<file path="config.mk">
export PLATFORM = sky130hd
export DESIGN_NAME = shared_compare_sched
export DESIGN_NICKNAME = d
export VERILOG_FILES = /design/src/rtl/shared_compare_sched_pkg.sv /design/src/rtl/shared_compare_sched_chunk_eq.sv /design/src/rtl/shared_compare_sched.sv
export SDC_FILE = /design/constraint.sdc
export NUM_CORES = 1
export LEC_CHECK = 0
export CAP_MARGIN = 20
export CELL_PAD_IN_SITES_DETAIL_PLACEMENT = 1
export CELL_PAD_IN_SITES_GLOBAL_PLACEMENT = 1
export CORE_MARGIN = 10
export CORE_UTILIZATION = 24
export CTS_CLUSTER_SIZE = 10
export DETAILED_ROUTE_END_ITERATION = 8
export GPL_TIMING_DRIVEN = 0
export PLACE_DENSITY = 0.79
export SLEW_MARGIN = 20
export SYNTH_ARGS = -nofsm -noshare
export SYNTH_HDL_FRONTEND = slang
export SYNTH_SLANG_ARGS = --single-unit
</file>
<file path="constraint.sdc">
create_clock -name clk -period 3.75 [get_ports clk]
set_clock_uncertainty 0.05 [all_clocks]
set_input_delay 0.375 -clock clk [delete_from_list [all_inputs] [get_ports clk]]
set_output_delay 0.375 -clock clk [all_outputs]
set_load 0.01 [all_outputs]
</file>
<file path="src/rtl/shared_compare_sched_pkg.sv">
// Shared types and elaboration-time helpers for the time-multiplexed compare engine.
package cmp_sched_pkg;

  typedef enum logic [1:0] {IDLE, RUN, DONE} state_e;

  function automatic int unsigned clog2(input int unsigned v);
    int unsigned r;
    r = 0;
    while ((64'd1 << r) < 64'(v)) r++;
    return r;
  endfunction

  function automatic int unsigned calc_nchunk(input int unsigned w, input int unsigned c);
    return (w + c - 1) / c;
  endfunction

  // Index width that never collapses to zero bits, even for a single entry.
  function automatic int unsigned calc_idw(input int unsigned n);
    return (n < 2) ? 1 : clog2(n);
  endfunction

endpackage

</file>
<file path="src/rtl/shared_compare_sched_chunk_eq.sv">
// One CHUNK-bit equality slice: per-bit XNOR reduced by a 3-input-per-cell AND chain.
module chunk_eq #(
  parameter int unsigned CHUNK = 16
) (
  input  logic [CHUNK-1:0] a_i,
  input  logic [CHUNK-1:0] b_i,
  output logic             eq
);

  localparam int unsigned NCELL = (CHUNK + 2) / 3;

  logic [3*NCELL-1:0] bit_eq;
  logic [NCELL:0]     carry;

  // Unused cell inputs are tied high so a partial last cell is transparent.
  always_comb begin
    bit_eq             = '1;
    bit_eq[CHUNK-1:0]  = ~(a_i ^ b_i);
  end

  assign carry[0] = 1'b1;

  for (genvar i = 0; i < NCELL; i++) begin : g_cell
    assign carry[i+1] = carry[i] & bit_eq[3*i] & bit_eq[3*i+1] & bit_eq[3*i+2];
  end

  assign eq = carry[NCELL];

endmodule

</file>
<file path="src/rtl/shared_compare_sched.sv">
// Round-robin shared equality comparator: one winner at a time, CHUNK bits per cycle, early exit.
module shared_compare_sched
  import cmp_sched_pkg::*;
#(
  parameter int unsigned WIDTH = 64,
  parameter int unsigned CHUNK = 16,
  parameter int unsigned NREQ  = 4
) (
  input  logic                          clk,
  input  logic                          rst,
  input  logic [NREQ-1:0]               req_valid,
  output logic [NREQ-1:0]               req_ready,
  input  logic [NREQ*WIDTH-1:0]         req_a,
  input  logic [NREQ*WIDTH-1:0]         req_b,
  output logic                          res_valid,
  input  logic                          res_ready,
  output logic [calc_idw(NREQ)-1:0]     res_id,
  output logic                          res_equal,
  output logic                          busy
);

  localparam int unsigned NCHUNK = calc_nchunk(WIDTH, CHUNK);
  localparam int unsigned IDW    = calc_idw(NREQ);
  localparam int unsigned IDXW   = calc_idw(NCHUNK);
  localparam int unsigned PADW   = NCHUNK * CHUNK;

  state_e            state_q;
  logic [IDW-1:0]    last_grant_q;
  logic [IDW-1:0]    cur_id_q;
  logic [IDXW-1:0]   idx_q;
  logic [WIDTH-1:0]  op_a_q;
  logic [WIDTH-1:0]  op_b_q;
  logic              res_valid_q;
  logic              res_equal_q;

  logic [2*NREQ-1:0] dbl_valid;
  int unsigned       rr_start;
  logic              grant_any;
  logic [IDW-1:0]    grant_idx;
  logic [NREQ-1:0]   grant_oh;

  // Scanning the doubled vector from the rotation point covers the wrap-around in one pass.
  always_comb begin
    dbl_valid = {req_valid, req_valid};
    rr_start  = (32'(last_grant_q) + 32'd1) % NREQ;
    grant_any = 1'b0;
    grant_idx = '0;
    grant_oh  = '0;
    for (int unsigned p = 0; p < 2*NREQ; p++) begin
      if (!grant_any && p >= rr_start && dbl_valid[p]) begin
        grant_any = 1'b1;
        grant_idx = IDW'(p % NREQ);
      end
    end
    if (grant_any) grant_oh[grant_idx] = 1'b1;
  end

  assign req_ready = grant_oh & {NREQ{(state_q == IDLE) && !rst}};

  logic [PADW-1:0]  pad_a;
  logic [PADW-1:0]  pad_b;
  logic [CHUNK-1:0] chunk_a;
  logic [CHUNK-1:0] chunk_b;
  logic             chunk_match;

  // Padding bits are zero on both sides so they always compare equal.
  always_comb begin
    pad_a              = '0;
    pad_b              = '0;
    pad_a[WIDTH-1:0]   = op_a_q;
    pad_b[WIDTH-1:0]   = op_b_q;
    chunk_a            = pad_a[idx_q*CHUNK +: CHUNK];
    chunk_b            = pad_b[idx_q*CHUNK +: CHUNK];
  end

  chunk_eq #(
    .CHUNK (CHUNK)
  ) u_chunk_eq (
    .a_i (chunk_a),
    .b_i (chunk_b),
    .eq  (chunk_match)
  );

  always_ff @(posedge clk) begin
    if (rst) begin
      state_q      <= IDLE;
      last_grant_q <= IDW'(NREQ - 1);
      cur_id_q     <= '0;
      res_valid_q  <= 1'b0;
      res_equal_q  <= 1'b0;
    end else begin
      case (state_q)
        IDLE: begin
          if (grant_any) begin
            op_a_q       <= req_a[grant_idx*WIDTH +: WIDTH];
            op_b_q       <= req_b[grant_idx*WIDTH +: WIDTH];
            cur_id_q     <= grant_idx;
            last_grant_q <= grant_idx;
            idx_q        <= '0;
            state_q      <= RUN;
          end
        end
        RUN: begin
          if (!chunk_match) begin
            res_equal_q <= 1'b0;
            res_valid_q <= 1'b1;
            state_q     <= DONE;
          end else if (idx_q == IDXW'(NCHUNK - 1)) begin
            res_equal_q <= 1'b1;
            res_valid_q <= 1'b1;
            state_q     <= DONE;
          end else begin
            idx_q <= idx_q + IDXW'(1);
          end
        end
        DONE: begin
          if (res_ready) begin
            res_valid_q <= 1'b0;
            state_q     <= IDLE;
          end
        end
        default: state_q <= IDLE;
      endcase
    end
  end

  assign res_valid = res_valid_q;
  assign res_equal = res_equal_q;
  assign res_id    = cur_id_q;
  assign busy      = (state_q != IDLE);

endmodule

</file>
Yosys cells after proc, flatten, opt, wreduce, memory -nomap -nowiden
Cells that the tools add are included.
{"block": "op_classes", "addsub": 2, "multipliers": 0, "n_div": 0, "magnitude_cmp": 10, "eq_ne": 9, "shift": 4, "muxes": 32, "n_bitwise": 19, "reduce_logical": 35}
{"operator": "$shiftx A256 B9 Y64", "count": 2}
{"operator": "$shiftx A64 B7 Y16", "count": 2}
{"operator": "$mux W2", "count": 13}
{"operator": "$logic_and A1 B1 Y1", "count": 17}
{"operator": "$not A16 Y16", "count": 1}
{"operator": "$xor A16 B16 Y16", "count": 1}
{"operator": "$and A1 B1 Y1", "count": 15}
{"operator": "$mux W1", "count": 14}
{"operator": "$ge A3 B2 Y1 const A", "count": 4}
{"operator": "$reduce_and A3 Y1", "count": 3}
{"operator": "$logic_not A1 Y1", "count": 8}
{"operator": "$ne A2 B2 Y1 const B", "count": 4}
{"operator": "$pmux W2 S3", "count": 1}
{"operator": "$reduce_bool A2 Y1", "count": 3}
{"operator": "$reduce_and A5 Y1", "count": 1}
{"operator": "$add A2 B1 Y2 const B", "count": 2}
{"operator": "$and A4 B4 Y4", "count": 1}
{"operator": "$eq A2 B2 Y1 const B", "count": 2}
{"operator": "$ge A1 B2 Y1 const A", "count": 2}
{"operator": "$ge A2 B2 Y1 const A", "count": 2}
{"operator": "$mux W4", "count": 1}
{"operator": "$pmux W2 S2", "count": 1}
{"operator": "$reduce_and A2 Y1", "count": 2}
{"operator": "$lt A2 B3 Y1 const B", "count": 1}
{"operator": "8 further kinds", "count": 8}
{"block": "totals", "register_bits": 138, "latch_bits": 0, "ram_bits": 0, "mem_bits_ro": 0, "in_bits": 519, "out_inout_bits": 9, "wordCells": 119, "memories": 0}

Longest topological paths before layout
{"block": "logic_depth", "ltp_word": 38, "depth_mapped": 11, "mapped_depth_nobuf": 8}

Cells and area by module
Synthesis repeated with hierarchy kept, for this count alone.
{"block": "unflattened", "cells_unflattened": 680, "hier_area_um2": 9718.1}
{"mod": "shared_compare_sched", "n_inst": 1, "cells_per_inst": 659, "area_each_um2": 9540.4, "seq_area_each_um2": 4063.9}
{"mod": "chunk_eq", "n_inst": 1, "cells_per_inst": 21, "area_each_um2": 177.7, "seq_area_each_um2": 0.0}

Worst setup path after synthesis
No wires, ideal clock.
{"block": "synth_timing", "path_type": "reg-to-reg", "from": "reg state_q[0]", "to": "reg op_a_q[0] (enable)", "setup_ns": 0.481, "arrival_ns": 3.537, "t_required_ns": 3.219, "path_slack_ns": -0.318, "path_stages_with_launch": 6, "path_buffers": 1, "synth_period_minus_slack_ns": 4.068, "path_cell_list": "dfxtp_1 > nor2_1 > o41ai_2 > or2_2 > clkbuf_1 > inv_1"}
{"block": "synth_via", "elab_chain_len": 2}
{"element": "start, declared", "line": "shared_compare_sched.sv:27", "source": "state_e state_q;"}
{"element": "start signal, assigned", "line": "shared_compare_sched.sv:86", "source": "state_q <= IDLE;"}
{"element": "start signal, assigned", "line": "shared_compare_sched.sv:100", "source": "state_q <= RUN;"}
{"element": "start signal, assigned", "line": "shared_compare_sched.sv:107", "source": "state_q <= DONE;"}
{"element": "$logic_not A2 Y1", "line": "shared_compare_sched.sv:92", "source": "case (state_q)"}
{"element": "$reduce_and A3 Y1 (no source line)"}
{"element": "end signal, assigned", "line": "shared_compare_sched.sv:95", "source": "op_a_q <= req_a[grant_idx*WIDTH +: WIDTH];"}
{"element": "end, declared", "line": "shared_compare_sched.sv:31", "source": "logic [WIDTH-1:0] op_a_q;"}
No other way between the ends.
A chain may end at the register's enable or synchronous reset.

Worst setup path after layout
{"block": "layout_timing", "from": "reg last_grant_q[0]", "to": "out req_ready[3]"}
{"block": "layout_via", "elab_chain_len": 38, "word_cells_on_any_way": 53, "classes_between": "add/sub: 1; order compare: 10; mux: 18; bitwise: 1; reduce/logical: 23"}
{"element": "start, declared", "line": "shared_compare_sched.sv:28", "source": "logic [IDW-1:0] last_grant_q;"}
{"element": "start signal, assigned", "line": "shared_compare_sched.sv:87", "source": "last_grant_q <= IDW'(NREQ - 1);"}
{"element": "start signal, assigned", "line": "shared_compare_sched.sv:98", "source": "last_grant_q <= grant_idx;"}
{"element": "$add A2 B1 Y2 *", "line": "shared_compare_sched.sv:45", "source": "rr_start = (32'(last_grant_q) + 32'd1) % NREQ;"}
{"element": "$ge A1 B2 Y1", "line": "shared_compare_sched.sv:50", "source": "if (!grant_any && p >= rr_start && dbl_valid[p]) begin"}
{"element": "$logic_and A1 B1 Y1", "line": "shared_compare_sched.sv:50"}
{"element": "$mux W1", "line": "shared_compare_sched.sv:50"}
{"element": "$logic_not A1 Y1", "line": "shared_compare_sched.sv:50"}
{"element": "$logic_and A1 B1 Y1 (2 in a row)", "line": "shared_compare_sched.sv:50"}
{"element": "$mux W1", "line": "shared_compare_sched.sv:50"}
{"element": "$logic_not A1 Y1", "line": "shared_compare_sched.sv:50"}
{"element": "[... 20 more ...]"}
{"element": "$logic_and A1 B1 Y1 (2 in a row)", "line": "shared_compare_sched.sv:50"}
{"element": "$mux W2", "line": "shared_compare_sched.sv:50"}
{"element": "$lt A2 B3 Y1 (implied by the code) or $ge A2 B1 Y1 (tied branches)", "line": "shared_compare_sched.sv:55", "source": "if (grant_any) grant_oh[grant_idx] = 1'b1;"}
{"element": "$logic_and A1 B1 Y1 (implied by the code)", "line": "shared_compare_sched.sv:55"}
{"element": "$mux W1 (implied by the code)", "line": "shared_compare_sched.sv:55"}
{"element": "$demux W1 S2", "line": "shared_compare_sched.sv:55"}
{"element": "$mux W4 *", "line": "shared_compare_sched.sv:55"}
{"element": "$and A4 B4 Y4 *", "line": "shared_compare_sched.sv:58", "source": "assign req_ready = grant_oh & {NREQ{(state_q == IDLE) && !rst}};"}
{"element": "end, declared", "line": "shared_compare_sched.sv:12", "source": "output logic [NREQ-1:0] req_ready,"}
Mark *: on every way between the ends. The rest lies on a longest branch, timed or not.

==> flow_metrics.tcl <==
set metrics [dict create \
    fin_crit_ns 3.440 \
    path_max_fanout 10 \
    fillers 4462 \
    multi_input_area_mm2 0.004586 \
    yosysTopAreaCellShare_pct 43.18 \
    syn-instance-count 1142 \
    die-area_mm2 0.04583 \
    cts_tree "built" \
    grt_overflow 0 \
    place_hpwl_mm 45.50 \
    cts_hold_buf 0 \
    rsz0062_at_grt "false" \
    hold_ws_ns 0.3436 \
    cts.path.max_buffers 2 \
    worstMarginPinSlew_ns 1.037 \
    dr.pass1.iters 5 \
    finalPower_mw 6.796 \
    die_w_um 214.1 \
    yosys_warnings 0 \
    grt.total_usage_pct 23.30 \
    peakVddDrop_mv 0.2869 \
    fmax_mhz 290.7 \
    slowest_stage "clkdlybuf4s50_1" \
    numClockSinks 138 \
    setup_viol 0 \
    coreArea_mm2 0.03740 \
    start_util_pct 24.17 \
    drive_gt1_share_pct 4.228 \
    hold_class "in2reg" \
    yosysTopAreaCell "edfxtp_1" \
    finish.utilization_pct 41.75 \
    route.detailed.vias_per_inst 4.838 \
    relSlewSlack_pct 30.86 \
    boundaryPins 528 \
    crit_buf_inv 4 \
    crit_chain "inv_1 -> ha_1 -> nor2b_1 -> o21ai_1 -> nand3_2 -> buf_2 -> clkbuf_1 -> nor3_1 -> clkdlybuf4s50_1" \
    cts.reportedPaths.clkPinSlew_ns 0.06 \
    synth.area.top_cells "edfxtp_1, nand2_1, and3_1" \
    ys_ff_latch 138 \
    grt_start_max_net_pins 35 \
    path_class "reg2out" \
    hold_violations 0 \
    htreeDepth 4 \
    cp_top_family "buffers and inverters" \
    grtUsageMet1_pct 28.00 \
    crit_required_ns 3.32 \
    dieHeight_um 214.1 \
    drc 0 \
    power_density_mw_per_mm2 435.2 \
    port_buffers 526 \
    slew_violations 0 \
    area_growth_pct 72.72 \
    grt.busiest_layer "met2" \
    num_vias 10710 \
    syn_nets 1664 \
    fin_setup_tns_ns 0 \
    regArea_mm2 0.004064 \
    gp_congestion 0.9223 \
    grt_use_met2_pct 41.47 \
    drtAntennaViolNets 0 \
    grt_pass1_vias 11580 \
    clock_latency_ns 0.42 \
    max_stage_delay_ns 0.59 \
    yosysSeqAreaShare_pct 44.95 \
    setup.worst_path.start_class "flop" \
    final_cell_mix "clkdlybuf4s50_1, nand2_1, edfxtp_1" \
    grt_antenna_before_repair 1 \
    clockRootBuffer "clkbuf_16" \
    fin_nets 2212 \
    yosysUniqueCellTypes 37 \
    rows 71 \
    grt_util_met3_pct 5.952 \
    post-route-period-util_pct 91.73 \
    diodes 0 \
    critPathCaptureType "primary output" \
    final_common_cell "clkdlybuf4s50_1" \
    avgRoutedWirePerCell_um 25.18 \
    wl_mm 55.75 \
    maxCapViolations 0 \
    leakage_nw 6.119 \
    drt-initial-drc-count 639 \
    numCtsBuffers 17 \
    grt_pass1_wl_mm 79.25 \
    syn_area_per_cell_um2 7.917 \
    netlist_area_mm2 0.009041 \
    status "completed" \
    worstPathArrival_ns 3.01 \
]
[synth_stat cells]
master / number
nand2_1: 521
edfxtp_1: 130
and3_1: 129
a31oi_1: 128
xnor2_1: 60
clkbuf_1: 55
buf_2: 25
nor3_1: 10
dfxtp_1: 8
nand3_1: 8
nand4_1: 8
buf_4: 7
nor2_1: 6
inv_1: 4
xor2_1: 4
a211oi_1: 3
a21oi_1: 3
and2_1: 3
ha_1: 3
nand3b_1: 3
nor2b_1: 3
nor4_1: 3
o22ai_1: 3
o41ai_1: 2
a211o_1: 1
a21o_1: 1
a221oi_1: 1
buf_1: 1
mux2i_1: 1
nand2b_1: 1
nand3_2: 1
nor3b_1: 1
o21ai_0: 1
o21ai_1: 1
o41ai_2: 1
or2_2: 1
or3_1: 1
[path summary, 6_finish.rpt]
path	from	endpoint	slack, ns	cells past startpoint
setup / recovery	last_grant_q[0]	req_ready[3]	0.31	9
hold / removal	rst	res_id[1]	0.34	2
setup reg to reg	last_grant_q[0]	op_a_q[29]	0.43	8
hold reg to reg	res_id[1]	res_id[1]	0.45	2
[stage by stage]
step                cells  instance area [µm²]  worst slack, ns
floorplan            1142                 9056          0.09317
global placement     2179                14960           -1.591
detailed placement   2183                15050          0.03874
CTS                  2215                15620          0.08749
global route         2214                15620           0.1607
finish               2214                15620           0.3102
[cells by family (layout without fill, tap and decap cells)]
family	count (synthesis)	count (layout)	synth area share [%]
AND/OR/NAND/NOR	699	699	33.63
AO/OA/AOI/OAI	145	145	10.24
flip-flops	138	138	44.95
buffers and inverters	92	653	4.456
XOR/XNOR	64	64	6.200
adder cells (fa/ha/maj)	3	3	0.4152
multiplexers	1	1	0.1107
[power breakdown]
| group | switching [mW] | total [mW] | internal, mW |
|---|---|---|---|
| clock network | 0.750 | 1.64 | 0.885 |
| registers | 0.143 | 2.23 | 2.08 |
| logic | 1.71 | 2.94 | 1.23 |
[per-layer routing]
metal / vias up / part of all wire [%]
met1: 5217 / 42
met4: 2 / 1.1
met5: - / 0.023
met2: 402 / 50
met3: 32 / 6.6
li1: 5058 / -
[flip-flops by register name, summed over array words and instances (netlist names)]
name / count
res_id: 2
res_equal: 1
res_valid: 1
op_a_q: 64
state_q: 2
idx_q: 2
op_b_q: 64
last_grant_q: 2
[final cells by class]
type                    instances  share of cell area (%)
plain buffers                  87                   2.460
repair buffers                530                   34.28
clock inverters                15                  0.9374
multi-input cells             912                   29.36
well taps                     511                   4.094
inverters                       4                  0.1202
flip-flops and latches        138                   26.02
clock buffers                  17                   2.724
[what timing repair did]
| item | in CTS | in global routing |
|---|---|---|
| setup buffers | 0 | 0 |
| resized for setup | 0 | 0 |
| endpoints found under the setup margin | 0 | 2 |
Power figures use the tool's default switching activity.
